### src/rtl/input_debouncer.sv
// Two-flop synchroniser plus per-channel stability counter for raw board inputs.
// Each channel drives a registered clean level and one-cycle rise/fall strobes.
module input_debouncer #(
    parameter int WIDTH           = 10,
    parameter int DEBOUNCE_CYCLES = 250000
) (
    input  logic             CLK_25MHZ,
    input  logic             RESET_N,
    input  logic [WIDTH-1:0] RAW_IN,
    output logic [WIDTH-1:0] CLEAN_OUT,
    output logic [WIDTH-1:0] RISE_OUT,
    output logic [WIDTH-1:0] FALL_OUT
);

    localparam int CNT_W = $clog2(DEBOUNCE_CYCLES);
    localparam logic [CNT_W-1:0] CNT_MAX = CNT_W'(DEBOUNCE_CYCLES - 1);

    typedef enum logic {
        ST_STABLE  = 1'b0,
        ST_PENDING = 1'b1
    } chan_state_e;

    logic [WIDTH-1:0] r_sync1;
    logic [WIDTH-1:0] r_sync2;

    // Bring every raw pin into the clock domain; only r_sync2 is used downstream.
    always_ff @(posedge CLK_25MHZ or negedge RESET_N) begin
        if (!RESET_N) begin
            r_sync1 <= {WIDTH{1'b0}};
            r_sync2 <= {WIDTH{1'b0}};
        end else begin
            r_sync1 <= RAW_IN;
            r_sync2 <= r_sync1;
        end
    end

    for (genvar g = 0; g < WIDTH; g++) begin : g_chan
        chan_state_e      w_state;
        logic             w_flip;
        logic [CNT_W-1:0] r_cnt;
        logic             r_clean;
        logic             r_rise;
        logic             r_fall;

        // Pending whenever the synchronised level disagrees with the clean level.
        always_comb begin
            w_state = (r_sync2[g] != r_clean) ? ST_PENDING : ST_STABLE;
            w_flip  = (w_state == ST_PENDING) && (r_cnt == CNT_MAX);
        end

        // Stability counter, clean level and edge strobes for this channel.
        always_ff @(posedge CLK_25MHZ or negedge RESET_N) begin
            if (!RESET_N) begin
                r_cnt   <= {CNT_W{1'b0}};
                r_clean <= 1'b0;
                r_rise  <= 1'b0;
                r_fall  <= 1'b0;
            end else begin
                case (w_state)
                    ST_STABLE: begin
                        r_cnt <= {CNT_W{1'b0}};
                    end
                    ST_PENDING: begin
                        if (w_flip) begin
                            r_cnt   <= {CNT_W{1'b0}};
                            r_clean <= r_sync2[g];
                        end else begin
                            r_cnt <= r_cnt + CNT_W'(1);
                        end
                    end
                    default: begin
                        r_cnt <= {CNT_W{1'b0}};
                    end
                endcase
                r_rise <= w_flip & r_sync2[g];
                r_fall <= w_flip & ~r_sync2[g];
            end
        end

        assign CLEAN_OUT[g] = r_clean;
        assign RISE_OUT[g]  = r_rise;
        assign FALL_OUT[g]  = r_fall;
    end

endmodule

### config.mk
export PLATFORM = sky130hd
export DESIGN_NAME = input_debouncer
export DESIGN_NICKNAME = d
export VERILOG_FILES = /design/src/rtl/input_debouncer.sv
export SDC_FILE = /design/constraint.sdc
export NUM_CORES = 1
export LEC_CHECK = 0
export BUFFER_PORTS_ARGS = -buffer_cell sky130_fd_sc_hd__buf_4
export CAP_MARGIN = 20
export CELL_PAD_IN_SITES_DETAIL_PLACEMENT = 0
export CELL_PAD_IN_SITES_GLOBAL_PLACEMENT = 1
export CORE_ASPECT_RATIO = 0.9
export CORE_MARGIN = 2
export CORE_UTILIZATION = 34
export DETAILED_ROUTE_END_ITERATION = 6
export GPL_ROUTABILITY_DRIVEN = 0
export HOLD_SLACK_MARGIN = 0.15
export PLACE_DENSITY = 0.69
export SLEW_MARGIN = 20
export SYNTH_ARGS = -nofsm -noshare
export SYNTH_HDL_FRONTEND = slang
export SYNTH_SLANG_ARGS = --single-unit
### constraint.sdc
create_clock -name CLK_25MHZ -period 2.9 [get_ports CLK_25MHZ]
set_input_delay 0.87 -clock CLK_25MHZ [delete_from_list [all_inputs] [get_ports CLK_25MHZ]]
set_output_delay 0.87 -clock CLK_25MHZ [all_outputs]
set_load 0.05 [all_outputs]
### Word-level counts from Yosys, hierarchy flattened

Cells that the tools add are included.

* add/subtract/negate cells: 10
* $mul: 0
* divide/modulo/power cells: 0
* magnitude comparators: 0
* equality and inequality tests: 20
* shift-type cells: 0
* muxes and demuxes: 30
* bitwise operators: 40
* reductions and logical operators: 20

Operators with widths (number)
* 18-bit case mux with 2 select lines: 10
* 18-bit by 1-bit adder with 18-bit output, second input constant: 10
* 18-bit == test, second input constant: 10
* 18-bit 2-to-1 mux: 10
* 1-bit AND: 20
* 1-bit NOT: 20
* 2-bit AND reduction: 10
* 1-bit logical AND: 10
* 1-bit 2-to-1 mux: 10
* 1-bit inequality test: 10

* register bits: 230
* bits in latches: 0
* bits in writable memories: 0
* bits in read-only memories: 0
* input port bits: 12
* output and inout port bits: 30
* logic and storage cells: 162
* memories: 0

### Depth between registers and ports, before layout

Gate-level depths: netlist of run 1.

* depth in word-level cells: 5
* mapped depth: 7

### Worst setup path after synthesis of run 1

OpenSTA, ideal clock, no wires.

* kind: reg2reg
* from: reg g_chan[1].r_cnt[0]
* to: reg g_chan[1].r_clean
* data arrival time: 1.769 ns
* slack: 1.006 ns
* cell stages (with the launch flop): 6
* path through: dfrtp_1 -> ha_1 -> nand3_1 -> or4_4 -> nor3b_2 -> mux2_2

* cells in the longest elaborated chain, start to end: 3

RTL lines
* start: declaration: line 40 `logic [CNT_W-1:0] r_cnt;`
* start signal: assignment: line 54 `r_cnt <= {CNT_W{1'b0}};`
* start signal: assignment: line 61 `r_cnt <= {CNT_W{1'b0}};`
* start signal: assignment: line 65 `r_cnt <= {CNT_W{1'b0}};`
* 18-bit == test: line 48 `w_flip = (w_state == ST_PENDING) && (r_cnt == CNT_MAX);`
* 1-bit logical AND: line 48
* 2-bit AND reduction (no source line)
* end signal: assignment: line 66 `r_clean <= r_sync2[g];`
* end: declaration: line 41 `logic r_clean;`

Every way passes these cells.
A chain may end at the register's enable or synchronous reset.

### Worst setup path after layout of run 1

* from: reg g_chan[0].r_clean
* to: out CLEAN_OUT[0]

RTL lines
* start: declaration: line 41
* start signal: assignment: line 66
* end: declaration: line 10 `output logic [WIDTH-1:0] CLEAN_OUT,`

No word-level cell between the ends.

==> results of run 1 <==
[routing by layer]
metal | vias to the layer above | GRT usage, %
li1 | 3770 | -
met1 | 3586 | 18.7
met2 | 94 | 19.4
met3 | 36 | 2.73
met4 | 0 | 3.34
met5 | - | 0
[cells in the final DEF, fill, tap and decap left out, types with 13 or more instances in the layout]
cell type  netlist  layout
a21oi_1         20      20
and3_1          13      13
and4_1          17      17
buf_4           32      45
clkbuf_16        0      27
dfrtp_1        230     230
inv_1           31      31
nand2_1         40      40
nand3_1         69      69
nand4_1         54      54
nor2_1         197     197
nor3_1          39      39
nor4_1          41      41
nor4b_1         15      15
o21ai_0         17      17
or3_1           14      14
xnor2_1        111     111
xor2_1          40      40
[synth_stat cells, types with 2 or more instances]
| cell | count |
|---|---|
| a21o_1 | 2 |
| nor4b_1 | 15 |
| nand2_1 | 40 |
| nor4_1 | 41 |
| xor2_1 | 40 |
| xnor2_1 | 111 |
| inv_1 | 31 |
| o31ai_1 | 6 |
| or4_1 | 5 |
| ha_1 | 10 |
| and4_1 | 17 |
| nand3_1 | 69 |
| or3_1 | 14 |
| dfrtp_1 | 230 |
| nand2b_1 | 4 |
| or4_4 | 2 |
| nand4b_1 | 10 |
| buf_4 | 32 |
| and2_1 | 6 |
| o21ai_0 | 17 |
| a21oi_1 | 20 |
| and3_1 | 13 |
| nor2_1 | 197 |
| nand4_1 | 54 |
| buf_2 | 9 |
| or2_2 | 2 |
| nor2b_1 | 4 |
| nor3_1 | 39 |
| o21bai_2 | 2 |
| clkbuf_1 | 10 |
| mux2_2 | 6 |
| o21ai_2 | 3 |
[power groups by stage]
stage	Combinational, mW	Sequential (mW)	Clock (mW)
floorplan	0.103	3.35	0
global placement	0.211	3.36	0
detailed placement	0.212	3.36	0
CTS	0.213	3.30	3.56
global route	0.240	3.31	3.69
finish	0.202	3.30	3.43
[worst max path at each step]
| stage | end | slack [ns] | from |
|---|---|---|---|
| final | CLEAN_OUT[0] | 0.80 | g_chan[0].r_clean |
| after global routing | g_chan[2].r_cnt[4] | 0.71 | g_chan[2].r_cnt[4] |
| after CTS | CLEAN_OUT[0] | 0.76 | g_chan[0].r_clean |
| after detailed placement | g_chan[5].r_cnt[16] | 0.91 | g_chan[5].r_cnt[13] |
| after global placement | g_chan[3].r_cnt[3] | 0.93 | g_chan[3].r_cnt[4] |
| after floorplan | g_chan[1].r_clean | 1.01 | g_chan[1].r_cnt[0] |
[sequential cells by signal (all words and copies together), names as in the netlist]
register and count:
g_chan.r_cnt 180, g_chan.r_clean 10, g_chan.r_fall 10, g_chan.r_rise 10, r_sync1 10, r_sync2 10
[final cells by class]
cell class	instances	area, um^2
Tap cell	416	520
Clock inverter	20	210
Clock buffer	30	697
Multi-Input combinational cell	759	4650
Timing Repair Buffer	48	393
Sequential cell	230	5760
Fill cell	3112	19300
Inverter	31	116
[kinds of logic (layout without fill, tap and decap cells)]
logic type / after synthesis / after routing / share of synthesized area (%)
buffers and inverters: 82 / 129 / 4.05
and+or+nand+nor: 538 / 538 / 25.8
DFF: 230 / 230 / 53.1
AOI/OAI and AO/OA: 54 / 54 / 3.10
muxes: 6 / 6 / 0.623
xor gates and xnor gates: 151 / 151 / 12.2
adders and majority gates: 10 / 10 / 1.15
==> results.sh, run 1 <==
export IMPL_run_status="finished, final reports clean"
export IMPL_slowest_delay_ns=0.44
export IMPL_grt_util_all_layers_pct=12.9
export IMPL_p_leak_nw=4.99
export IMPL_postCtsSetupRepairBufs=0
export IMPL_fin_ws_ns=0.797
export IMPL_synth_edf_count=0
export IMPL_ff2ff_setup_slack_ns=0.90
export IMPL_drtIter0Drc=350
export IMPL_total_power_mw=6.93
export IMPL_clkTransAtPathRegs_ns=0.07
export IMPL_die_x_um=192
export IMPL_cp_cell_sequence="buf_4"
export IMPL_yosysSeqAreaShare_pct=53.1
export IMPL_holdWs_ns=0.242
export IMPL_max_freq_mhz=475
export IMPL_critPathLaunchType="flop"
export IMPL_clkLatencyLatePin_ns=0.55
export IMPL_yosysTopAreaCell="dfrtp_1"
export IMPL_placed_area_um2=11400
export IMPL_syn_num_nets=1093
export IMPL_fin_setup_tns_ns=0
export IMPL_ys_async_sr_fraction_pct=100
export IMPL_clockPowerShare_pct=49.4
export IMPL_die_h_um=173
export IMPL_switching_share_pct=23.0
export IMPL_via_count=7486
export IMPL_area_growth_pct=13.8
export IMPL_grt_pass1_wl_um=36300
export IMPL_yosysWarningCount=0
export IMPL_rsz0062_at_grt="false"
export IMPL_path_depth=1
export IMPL_setup_viol=0
export IMPL_num_antenna_cells=0
export IMPL_reg2reg_depth=4
export IMPL_crit_path_max_fanout=5
export IMPL_arrival_ns=1.23
export IMPL_core_um2=31700
export IMPL_critPathBufInv=1
export IMPL_path_class="reg -> out"
export IMPL_hold_viol=0
export IMPL_tritoncts="yes"
export IMPL_io_buffers=41
export IMPL_fin_crit_ns=2.10
export IMPL_slew_headroom_pct=50.8
export IMPL_synth_top_area_share_pct=53.1
export IMPL_grt_pass1_vias=7477
export IMPL_ys_flop_type="dfrtp_1"
export IMPL_top_layer_used="met4"
export IMPL_remaining_drc_errors=0
export IMPL_max_cap_violations=0
export IMPL_viasPerCell=4.88
export IMPL_stdcell_count=1534
export IMPL_endpoint_kind="output port"
export IMPL_tightest_slew_ns=0.738
export IMPL_synth_area_top_cells="dfrtp_1 53%, xnor2_1 9.0%, nor2_1 6.8%, xor2_1 3.2%, nand3_1 3.2%"
export IMPL_synthDistinctLibCells=42
export IMPL_wl_met3_um=768
export IMPL_syn_cell_area_um2=10800
export IMPL_r2r_end="g_chan[3].r_cnt[6]"
export IMPL_dieArea_um2=33300
export IMPL_grt_max_degree=69
export IMPL_placedCellCount=1484
export IMPL_synth_seq_cells=230
export IMPL_rows=62
export IMPL_period_share_pct=72.5
export IMPL_final_area_um2=12300
export IMPL_antenna_found_initial=0
export IMPL_worstPathRequired_ns=2.03
export IMPL_final_nets=1119
export IMPL_wl_met1_um=10300
export IMPL_clockRootBuffer="clkbuf_16"
export IMPL_overflow=0
export IMPL_power_frac_comb_pct=2.9
export IMPL_hpwl_um=13300
export IMPL_cts_resized=0
export IMPL_switchingPower_mw=1.59
export IMPL_fin_util_pct=39.0
export IMPL_seqPwrFrac_pct=47.7
export IMPL_slowest_stage="dfrtp_1"
export IMPL_r2r_start="g_chan[3].r_cnt[4]"
export IMPL_drive_above_1_share_pct=10.6
export IMPL_fin_worst_skew_ns=0.0123
export IMPL_wire_per_inst_um=13.3
export IMPL_synth_avg_cell_area_um2=10.1
export IMPL_synthCells=1071
export IMPL_start_util_pct=34.3
export IMPL_antenna_left=0
export IMPL_hold_path_class="in -> async"
export IMPL_cts_hold_buf=0
export IMPL_powerDensity_nw_per_um2=562
export IMPL_drv_slew=0
export IMPL_clkSinkCount=230
export IMPL_routed_wl_um=20400
export IMPL_met2_length_um=8770
export IMPL_dp_slack_ns=0.906
export IMPL_io_pins=42
export IMPL_cts_buffers=27
export IMPL_path_delay_family="flip-flops"
export IMPL_first_pass_iters=5
export IMPL_ir_worst_vdd_mv=0.574
export IMPL_clk_path_buf_depth=3
export IMPL_p_int_mw=5.34
export IMPL_htree_levels=1
Note: power is estimated with default switching activity, not from simulation.
==> inputs of run 2 (changes only) <==
--- a/config.mk
+++ b/config.mk
@@ -15,7 +15,7 @@
 export DETAILED_ROUTE_END_ITERATION = 6
 export GPL_ROUTABILITY_DRIVEN = 0
 export HOLD_SLACK_MARGIN = 0.15
-export PLACE_DENSITY = 0.69
+export PLACE_DENSITY = 0.71
 export SLEW_MARGIN = 20
 export SYNTH_ARGS = -nofsm -noshare
 export SYNTH_HDL_FRONTEND = slang
==> constraint.sdc (replaced) <==
create_clock -name CLK_25MHZ -period 1.85 [get_ports CLK_25MHZ]
set_input_delay 0.555 -clock CLK_25MHZ [delete_from_list [all_inputs] [get_ports CLK_25MHZ]]
set_output_delay 0.555 -clock CLK_25MHZ [all_outputs]
set_load 0.05 [all_outputs]
==> results.sh, run 2 (synthesis results as in run 1) <==
export IMPL_rows=62
export IMPL_largest_reg_flops=180
export IMPL_drive_above_1_share_pct=14.3
export IMPL_hpwl_um=13900
export IMPL_dieArea_um2=33300
export IMPL_drv_slew=0
export IMPL_ff_latch_area_um2=5760
export IMPL_slew_headroom_pct=69.2
export IMPL_clkTransAtPathRegs_ns=0.06
export IMPL_reg2reg_depth=5
export IMPL_fin_setup_tns_ns=0
export IMPL_run_status="finished, final reports clean"
export IMPL_die_x_um=192
export IMPL_rsz0062_at_grt="true"
export IMPL_ir_worst_vdd_mv=0.724
export IMPL_path_class="reg -> reg"
export IMPL_multiInputGateArea_um2=4700
export IMPL_final_cell_mix="230 x dfrtp_1, 197 x nor2_1, 111 x xnor2_1"
export IMPL_final_nets=1176
export IMPL_start_util_pct=34.3
export IMPL_fin_worst_skew_ns=0.00837
export IMPL_grt_pass1_vias=7495
export IMPL_endpoint_kind="flop"
export IMPL_remaining_drc_errors=0
export IMPL_drtIter0Drc=335
export IMPL_period_share_pct=99.1
export IMPL_tritoncts="yes"
export IMPL_htree_levels=1
export IMPL_grt_util_all_layers_pct=12.8
export IMPL_routed_wl_um=20900
export IMPL_antenna_found_initial=0
export IMPL_critPathLaunchType="flop"
export IMPL_nFillCells=3050
export IMPL_hold_viol=0
export IMPL_area_growth_pct=19.7
export IMPL_clkLatencyLatePin_ns=0.52
export IMPL_core_um2=31700
export IMPL_dp_slack_ns=-0.0161
export IMPL_first_pass_iters=5
export IMPL_die_h_um=173
export IMPL_max_cap_violations=0
export IMPL_clk_path_buf_depth=3
export IMPL_hold_path_class="reg -> reg"
export IMPL_clockRootBuffer="clkbuf_16"
export IMPL_fin_ws_ns=0.0171
export IMPL_max_freq_mhz=546
export IMPL_crit_path_max_fanout=3
export IMPL_grt_max_degree=45
export IMPL_grt_pass1_wl_um=36400
export IMPL_overflow=0
export IMPL_antenna_left=0
export IMPL_num_antenna_cells=0
export IMPL_setup_viol=0
export IMPL_worstPathRequired_ns=2.26
export IMPL_via_count=7651
export IMPL_io_buffers=41
export IMPL_top_register="g_chan.r_cnt"
export IMPL_holdWs_ns=0.347
export IMPL_final_common_cell="dfrtp_1"
export IMPL_min_path_cells=0
export IMPL_fin_crit_ns=1.83
export IMPL_tightest_slew_ns=0.459
export IMPL_clkSinkCount=230
export IMPL_arrival_ns=2.24
export IMPL_io_pins=42
export IMPL_fin_util_pct=41.0
export IMPL_wire_per_inst_um=13.2
export IMPL_cts_buffers=26
export IMPL_powerDensity_nw_per_um2=857
export IMPL_p_leak_nw=5.34
export IMPL_viasPerCell=4.81
run 2: changes by cell type in the layout (fill, tap and decap cells not counted), sizes merged:
cell | previous run | this run
buf | 48 | 95
dlygate4sd3 | 0 | 11
clkbuf | 30 | 36
clkinvlp | 8 | 2
inv | 35 | 31
bufinv | 3 | 5
run 2: cell type report:
type	count	area share, %
Sequential cell	230	44.4
Multi-Input combinational cell	759	36.2
Timing Repair Buffer	106	7.37
Clock buffer	36	5.70
Tap cell	416	4.01
Clock inverter	12	1.47
Inverter	31	0.897
run 2: worst max-delay path, stage by stage, from the launching register on:
cell and delay, ns:
dfrtp_1 0.37, ha_2 0.19, nand3_1 0.11, or4_4 0.46, nor3b_2 0.23, mux2_2 0.36
run 2: worst paths after layout:
path | endpoint | from | slack [ns]
max | g_chan[1].r_clean | g_chan[1].r_cnt[1] | 0.02
min | r_sync2[3] | r_sync1[3] | 0.35
min reg2reg | r_sync2[3] | r_sync1[3] | 0.35
max reg2reg | g_chan[1].r_clean | g_chan[1].r_cnt[1] | 0.02
min in group asynchronous | g_chan[6].r_cnt[2] | RESET_N | 0.54
max in group asynchronous | g_chan[8].r_fall | RESET_N | 0.76
run 2: per-layer routing:
metal | wire (um) | part of all wire (%) | vias up | global-route usage [%]
met1 | 10500 | 50 | 3656 | 18.6
met5 | 0 | 0 | - | 0
met2 | 9270 | 44 | 89 | 20.0
met3 | 677 | 3.2 | 32 | 2.21
met4 | 466 | 2.2 | 0 | 3.12
li1 | - | - | 3874 | -
run 2: stage by stage:
stage / std cells / instance area [um^2] / total power [mW]
6_report: 1590 / 13000 / 11.1
5_1_grt: 1590 / 13000 / 11.6
4_1_cts: 1589 / 12900 / 11.3
3_5_place_dp: 1530 / 11900 / 5.66
3_3_place_gp: 1530 / 11900 / 5.66
2_1_floorplan: 1071 / 10800 / 5.42
run 2: power breakdown:
part / total (mW) / internal [mW] / leakage [nW] / switching, mW
clock network: 5.54 / 3.48 / 0.452 / 2.05
registers: 5.18 / 5.11 / 3.14 / 0.0709
logic: 0.400 / 0.161 / 1.74 / 0.239
total: 11.1 / 8.75 / 5.34 / 2.36
run 2: what timing repair did:
action / 4_1_cts / 5_1_grt
pin swaps: 0 / 2
setup endpoints to repair: 1 / 14
setup buffers: 0 / 1
hold buffers: 11 / 0
endpoints found under the hold margin: 46 / 0
gates resized for setup: 1 / 7
==> inputs of run 3 (changes only) <==
--- a/config.mk
+++ b/config.mk
@@ -7,15 +7,13 @@
 export LEC_CHECK = 0
 export BUFFER_PORTS_ARGS = -buffer_cell sky130_fd_sc_hd__buf_4
 export CAP_MARGIN = 20
-export CELL_PAD_IN_SITES_DETAIL_PLACEMENT = 0
-export CELL_PAD_IN_SITES_GLOBAL_PLACEMENT = 1
 export CORE_ASPECT_RATIO = 0.9
 export CORE_MARGIN = 2
 export CORE_UTILIZATION = 34
 export DETAILED_ROUTE_END_ITERATION = 6
 export GPL_ROUTABILITY_DRIVEN = 0
 export HOLD_SLACK_MARGIN = 0.15
-export PLACE_DENSITY = 0.71
+export PLACE_DENSITY = 0.61
 export SLEW_MARGIN = 20
 export SYNTH_ARGS = -nofsm -noshare
 export SYNTH_HDL_FRONTEND = slang
==> results.sh, run 3 (synthesis results as in run 1) <==
export IMPL_stdcell_count=1586
export IMPL_num_antenna_cells=0
export IMPL_slew_headroom_pct=68.6
export IMPL_tritoncts="yes"
export IMPL_final_nets=1174
export IMPL_die_h_um=173
export IMPL_grt_util_all_layers_pct=12.6
export IMPL_placedCellCount=1528
export IMPL_fin_crit_ns=1.80
export IMPL_endpoint_kind="flop"
export IMPL_area_growth_pct=19.3
export IMPL_cts_buffers=25
export IMPL_via_count=7706
export IMPL_routed_wl_um=20400
export IMPL_critPathLaunchType="flop"
export IMPL_clkTransAtPathRegs_ns=0.06
export IMPL_tightest_slew_ns=0.467
export IMPL_setup_viol=0
export IMPL_p_leak_nw=5.32
export IMPL_die_x_um=192
export IMPL_drv_slew=0
export IMPL_viasPerCell=4.86
export IMPL_remaining_drc_errors=0
export IMPL_fin_ws_ns=0.0533
export IMPL_holdCritStartpoint="r_sync1[7]"
export IMPL_first_pass_iters=5
export IMPL_core_um2=31700
export IMPL_hold_path_class="reg -> reg"
export IMPL_ir_worst_vdd_mv=0.779
export IMPL_wire_per_inst_um=12.9
export IMPL_period_share_pct=97.1
export IMPL_top_register="g_chan.r_cnt"
export IMPL_r2r_start="g_chan[1].r_cnt[1]"
export IMPL_switchingPower_mw=2.35
export IMPL_grt_pass1_wl_um=35700
export IMPL_dieArea_um2=33300
export IMPL_clockPowerShare_pct=48.6
export IMPL_p_int_mw=8.50
export IMPL_io_pins=42
export IMPL_max_cap_violations=0
export IMPL_overflow=0
export IMPL_htree_levels=1
export IMPL_io_buffers=41
export IMPL_antenna_left=0
export IMPL_arrival_ns=2.20
export IMPL_rows=62
export IMPL_hpwl_um=13600
export IMPL_crit_path_max_fanout=3
export IMPL_cp_startpoint="g_chan[1].r_cnt[1]"
export IMPL_clkLatencyLatePin_ns=0.53
export IMPL_clockRootBuffer="clkbuf_16"
export IMPL_largest_reg_flops=180
export IMPL_fin_worst_skew_ns=0.0108
export IMPL_start_util_pct=34.3
export IMPL_switching_share_pct=21.6
export IMPL_clk_path_buf_depth=3
export IMPL_path_class="reg -> reg"
export IMPL_power_frac_comb_pct=3.7
export IMPL_drive_above_1_share_pct=14.4
export IMPL_max_freq_mhz=557
export IMPL_powerDensity_nw_per_um2=839
export IMPL_grt_max_degree=50
export IMPL_drtIter0Drc=374
export IMPL_seqPwrFrac_pct=47.7
export IMPL_clkSinkCount=230
export IMPL_dp_slack_ns=0.0366
export IMPL_final_cell_mix="230 x dfrtp_1, 197 x nor2_1, 111 x xnor2_1"
export IMPL_worstPathRequired_ns=2.26
export IMPL_grt_pass1_vias=7551
export IMPL_run_status="finished, final reports clean"
export IMPL_antenna_found_initial=0
export IMPL_final_common_cell="dfrtp_1"
export IMPL_hold_viol=0
[run 3: changes by cell type in the layout (fill, tap and decap cells not counted), sizes merged]
cell	before	now
buf	95	94
clkinv	5	6
bufinv	5	4
clkbuf	36	32
clkinvlp	2	3
[run 3: worst max-delay path, cell delays in order (launching register included)]
cell and delay (ns):
dfrtp_1 0.37, ha_2 0.19, nand3_1 0.11, or4_4 0.48, nor3b_4 0.22, mux2_4 0.31
[run 3: path summary, 6_finish.rpt]
path,endpoint,slack (ns),depth (start not counted)
max in group asynchronous,g_chan[8].r_cnt[4],0.80,3
max,g_chan[1].r_clean,0.05,5
min in group asynchronous,g_chan[5].r_cnt[14],0.49,2
min reg2reg,r_sync2[7],0.35,0
min,r_sync2[7],0.35,0
max reg2reg,g_chan[1].r_clean,0.05,5
[run 3: timing repair]
item,4_1_cts,5_1_grt
endpoints found under the setup margin,0,6
resized for setup,0,11
setup buffers,0,2
hold endpoints to repair,39,0
hold buffers,11,0
[run 3: per-stage QoR]
step	hold WS (ns)	total power, mW	area, um^2	setup TNS [ns]	utilization [%]
floorplan	0.259	5.42	10800	0	-
global placement	0.333	5.65	11900	0	37.5
detailed placement	0.335	5.65	11900	0	37.5
CTS	0.348	11.0	12900	0	40.6
global route	0.356	11.3	12900	-0.00573	40.9
finish	0.346	10.9	12900	0	40.9
[run 3: layout make-up]
type / instances / area, um^2
Fill cell: 3076 / 18700
Clock inverter: 13 / 180
Sequential cell: 230 / 5760
Timing Repair Buffer: 105 / 948
Clock buffer: 32 / 702
Inverter: 31 / 116
Tap cell: 416 / 520
Multi-Input combinational cell: 759 / 4710
[run 3: metal layers]
| metal | routed length, um | part of all wire, % | global-route usage (%) |
|---|---|---|---|
| met5 | 0 | 0 | 0 |
| met4 | 525 | 2.6 | 4.10 |
| met3 | 782 | 3.8 | 2.57 |
| met2 | 8860 | 43 | 19.0 |
| met1 | 10200 | 50 | 18.0 |
[run 3: power by group through the flow]
stage	Clock [mW]	Sequential [mW]	Combinational (mW)
6_report	5.28	5.18	0.396
5_1_grt	5.66	5.18	0.458
4_1_cts	5.45	5.18	0.407
3_5_place_dp	0	5.27	0.385
3_3_place_gp	0	5.27	0.382
2_1_floorplan	0	5.25	0.161
